## src/rtl/ma_window_feeder.sv

```systemverilog
// Window feeder for the 4-tap moving average: shifts accepted samples into a window and emits
// one registered beat (window before insertion + new sample). Optional macro: MA_WARMUP_GATE_EN.
module ma_window_feeder #(
   parameter int unsigned DEPTH = 4,
   parameter int unsigned WIDTH = 8,
   localparam int unsigned FillW = $clog2(DEPTH + 1)
) (
   input  logic                     clk_i,
   input  logic                     rst_i,
   input  logic                     clear_i,
   input  logic                     in_valid_i,
   output logic                     in_ready_o,
   input  logic [WIDTH-1:0]         in_data_i,
   output logic                     out_valid_o,
   input  logic                     out_ready_i,
   output logic [DEPTH*WIDTH-1:0]   out_window_o,
   output logic [WIDTH-1:0]         out_sample_o,
   output logic [FillW-1:0]         out_fill_o
);

   localparam logic [FillW-1:0] FillMax = FillW'(DEPTH);

   typedef enum logic [0:0] {StEmpty, StHold} state_e;

   state_e                 state_q, state_d;
   logic [WIDTH-1:0]       win_q [DEPTH];
   logic [WIDTH-1:0]       win_d [DEPTH];
   logic [FillW-1:0]       fill_q, fill_d;
   logic [DEPTH*WIDTH-1:0] out_window_q, out_window_d;
   logic [WIDTH-1:0]       out_sample_q, out_sample_d;
   logic [FillW-1:0]       out_fill_q, out_fill_d;

   logic                   accept;
   logic                   beat;
   logic [FillW-1:0]       fill_inc;
   logic [DEPTH*WIDTH-1:0] win_flat;

   assign out_valid_o  = (state_q == StHold);
   assign out_window_o = out_window_q;
   assign out_sample_o = out_sample_q;
   assign out_fill_o   = out_fill_q;

   assign in_ready_o = !rst_i && !clear_i && (!out_valid_o || out_ready_i);
   assign accept     = in_valid_i && in_ready_o;
   assign fill_inc   = (fill_q == FillMax) ? fill_q : fill_q + FillW'(1);

`ifdef MA_WARMUP_GATE_EN
   // Warm-up samples only shift the window; the first beat carries a full window.
   assign beat = accept && (fill_inc == FillMax);
`else
   assign beat = accept;
`endif

   // Element 0 (newest) lands in the MSBs.
   always_comb begin
      win_flat = '0;
      for (int i = 0; i < int'(DEPTH); i++) begin
         win_flat[(int'(DEPTH) - 1 - i) * int'(WIDTH) +: WIDTH] = win_q[i];
      end
   end

   always_comb begin
      state_d      = state_q;
      win_d        = win_q;
      fill_d       = fill_q;
      out_window_d = out_window_q;
      out_sample_d = out_sample_q;
      out_fill_d   = out_fill_q;

      if (clear_i) begin
         state_d      = StEmpty;
         fill_d       = '0;
         out_window_d = '0;
         out_sample_d = '0;
         out_fill_d   = '0;
         for (int i = 0; i < int'(DEPTH); i++) begin
            win_d[i] = '0;
         end
      end else begin
         if (accept) begin
            win_d[0] = in_data_i;
            for (int i = 1; i < int'(DEPTH); i++) begin
               win_d[i] = win_q[i-1];
            end
            fill_d = fill_inc;
         end
         unique case (state_q)
            StEmpty: begin
               if (beat) begin
                  state_d = StHold;
               end
            end
            StHold: begin
               if (!beat && out_ready_i) begin
                  state_d = StEmpty;
               end
            end
            default: state_d = StEmpty;
         endcase
         if (beat) begin
            out_window_d = win_flat;
            out_sample_d = in_data_i;
            out_fill_d   = fill_inc;
         end
      end
   end

   always_ff @(posedge clk_i) begin
      if (rst_i) begin
         state_q      <= StEmpty;
         fill_q       <= '0;
         out_window_q <= '0;
         out_sample_q <= '0;
         out_fill_q   <= '0;
         for (int i = 0; i < int'(DEPTH); i++) begin
            win_q[i] <= '0;
         end
      end else begin
         state_q      <= state_d;
         fill_q       <= fill_d;
         out_window_q <= out_window_d;
         out_sample_q <= out_sample_d;
         out_fill_q   <= out_fill_d;
         for (int i = 0; i < int'(DEPTH); i++) begin
            win_q[i] <= win_d[i];
         end
      end
   end

endmodule

```

## config.mk

```make
export PLATFORM = sky130hd
export DESIGN_NAME = ma_window_feeder
export DESIGN_NICKNAME = d
export VERILOG_FILES = /design/src/rtl/ma_window_feeder.sv
export SDC_FILE = /design/constraint.sdc
export NUM_CORES = 1
export LEC_CHECK = 0
export ABC_AREA = 1
export BUFFER_PORTS_ARGS = -buffer_cell sky130_fd_sc_hd__buf_2
export CAP_MARGIN = 40
export CORE_MARGIN = 2
export CORE_UTILIZATION = 25
export DETAILED_ROUTE_END_ITERATION = 10
export MAX_ROUTING_LAYER = met4
export PLACE_DENSITY = 0.43
export SYNTH_ARGS = -nofsm -noshare
export SYNTH_HDL_FRONTEND = slang
export SYNTH_SLANG_ARGS = --single-unit
```

## constraint.sdc

```tcl
create_clock -name clk_i -period 1.5 [get_ports clk_i]
set_input_delay 0.3 -clock clk_i [delete_from_list [all_inputs] [get_ports clk_i]]
set_output_delay 0.3 -clock clk_i [all_outputs]
set_load 0.02 [all_outputs]
```

==> results.yml <==
clocking:
  cts_resized: 0
  clock-root-buffer: "clkbuf_8"
  worstSkewPairLatency_ns: 0.29
  clockBufferDepth: 2
  hold_buffers: 0
  cts_made_buffers: 5
  cts_tree: "yes"
  cts.sinks: 44
  post_cts_buffers: 0
  htree_num_levels: 2
  clk_pin_slew_worst_paths_ns: 0.08
routing:
  vias: 1390
  dr.pass1.iters: 4
  wire_per_inst_um: 10.7
  drc: 0
  postRouteAntennaNets: 0
  routed_wl_um: 3600
  drt_iter0_drc: 78
  vias_per_cell: 4.15
global_route:
  grt_max_degree: 62
  track_usage: 0.108
  grt_pass1_vias: 1237
  antenna_found_initial: 0
  grt_pass1_wl_um: 5980
  grt_overflow_total: 0
place:
  placed_cell_area_um2: 1960
  place_inst: 328
  dpl.hpwl_um: 2400
  gp_congestion: 0.711
  dp_slack_ns: 0.189
  io_buffers: 57
timing:
  setup_ws_ns: 0.188
  setup_tns_ns: 0
  period_minus_slack_ns: 1.31
  slew_headroom: 0.854
  clock_skew_ns: 0.00461
  setup_viol: 0
  clock.fmax_ghz: 0.762
  finalCritPeriodShare: 0.874
  slew_violations: 0
  tightest_slew_ns: 0.219
  rsz0062_at_grt: "false"
  finalHoldViolCount: 0
setup_path:
  required_ns: 1.20
  critPathKind: "flop to output pin"
  cpPeakStageDelay_ns: 0.34
  cpMaxStageDelayCell: "dfxtp_1"
  cp_max_fo: 3
  critPathCaptureType: "output pin"
  critPathLaunchType: "flop"
  worst-endpoint-arrival_ns: 1.01
  cp_cell_sequence: "nand2_1 -> nand2_2 -> inv_1 -> buf_2"
power_and_ir_drop:
  sw_frac_of_total: 0.232
  p_leak_nw: 0.907
  irDropWorstVdd_mv: 0.332
  seqPwrFrac: 0.593
  p_int_w: 0.00154
  cellPowerDensity_nw_per_um2: 987
  total_power_w: 0.00201
  clockPowerShare: 0.344
  p_switching_w: 0.000467
  power.share.combinational: 0.064
yosys:
  synth_compound_area_frac: 0.133
  synthMuxAreaShare: 0
  syn_inst: 203
  yosysWarnings: 0
  ys.flop_type: "dfxtp_1"
  syn_area_per_cell_um2: 7.86
  ys_ff_latch: 44
  ys_seq_area_frac: 0.552
  synth_fp_nets: 218
  synthTopCellsByArea: "dfxtp_1, nand2_1, o21ai_0"
  synth_edf_count: 0
  synth.largest_area_cell: "dfxtp_1"
  synth_top_family_by_area: "simple AND/OR/NAND/NOR gates"
  synth-simple-area-share: 0.245
  synth_top_area_frac: 0.552
  synthArstFlopShare: 0
  netlist-cell-type-count: 17
  synth_xor_area_frac: 0
  synth_fa_ha_area_frac: 0.0157
  synth_area_um2: 1600
finish:
  final_cell_mix: "nand2_1, buf_2, dfxtp_1"
  final_common_cell: "nand2_1"
  final_cells: 335
  diodes: 0
  drive_gt1_frac: 0.267
  fin_nets: 273
  final_cell_area_um2: 2040
  area_growth_pct: 27.6
  nFillCells: 687
floorplanning:
  core-area_um2: 6280
  ios: 58
  fp.dieArea_um2: 7040
  fp.dieH_um: 83.9
  die_x_um: 83.9
  rows: 29
  initial_core_util: 0.254
job:
  drv_cap: 0
min_path:
  hp-class: "input pin to flop"
run_status:
  status: "completed"
## state kept, by name, summed over array words and instances, names as in the netlist
name / flops
out_fill_o: 3
out_sample_o: 8
out_valid_o: 1
out_window_o: 10
win_flat: 22
## cell families after synthesis
kind of cell,after synthesis
buf+inv,17
fa+ha+maj,2
compound gates,42
flops,44
simple gates,98
## power groups by stage
stage                     Clock (W)  Sequential [W]  Combinational (W)
after global routing       0.000782         0.00119           0.000142
after detailed placement          0         0.00122           0.000130
final                      0.000690         0.00119           0.000128
after floorplan                   0         0.00123          0.0000646
after global placement            0         0.00122           0.000130
after CTS                  0.000732         0.00119           0.000131
## Yosys cell counts, types with 2 or more instances
library cell  count
inv_1             5
o21ai_0          33
dfxtp_1          44
buf_4             4
clkbuf_1          3
nand2_1          87
ha_1              2
o21ai_1           7
buf_2             5
nor2_4            2
nor2_1            5
## final cells by class
class | instances | area (um^2) | area share
timing repair buffer | 60 | 333 | 0.163
multi-input combinational | 142 | 629 | 0.309
clock inverter | 1 | 5.00 | 0.00246
tap | 77 | 96.3 | 0.0473
clock buffer | 6 | 72.6 | 0.0356
inverter | 5 | 18.8 | 0.00922
sequential | 44 | 881 | 0.433
## critical path: cells and delay by family, from the launching register on
kind,cells,cell delay [ns]
buf+inv,2,0.19
flops,1,0.34
simple gates,2,0.20
## metal layers
layer | vias up | share of wire | wire (um) | global-route usage
met5 | - | 0 | 0 | -
met4 | 0 | 0.0075 | 27 | 0.0440
met3 | 2 | 0.060 | 215 | 0.0287
met2 | 46 | 0.40 | 1440 | 0.145
met1 | 594 | 0.53 | 1920 | 0.153
li1 | 748 | - | - | -
## stage by stage
| step | util | hold slack, ns |
|---|---|---|
| 2_1_floorplan | - | 0.413 |
| 3_3_place_gp | 0.312 | 0.470 |
| 3_5_place_dp | 0.312 | 0.468 |
| 4_1_cts | 0.324 | 0.200 |
| 5_1_grt | 0.324 | 0.201 |
| 6_report | 0.324 | 0.211 |
## final timing paths
check	slack, ns	depth (start not counted)	endpoint	startpoint
min reg2reg	0.47	2	win_flat[2]	win_flat[10]
min	0.21	3	out_sample_o[3]	in_data_i[3]
max reg2reg	0.35	7	out_fill_o[2]	out_valid_o
max	0.19	4	in_ready_o	out_valid_o
Power figures use the tool's default switching activity.
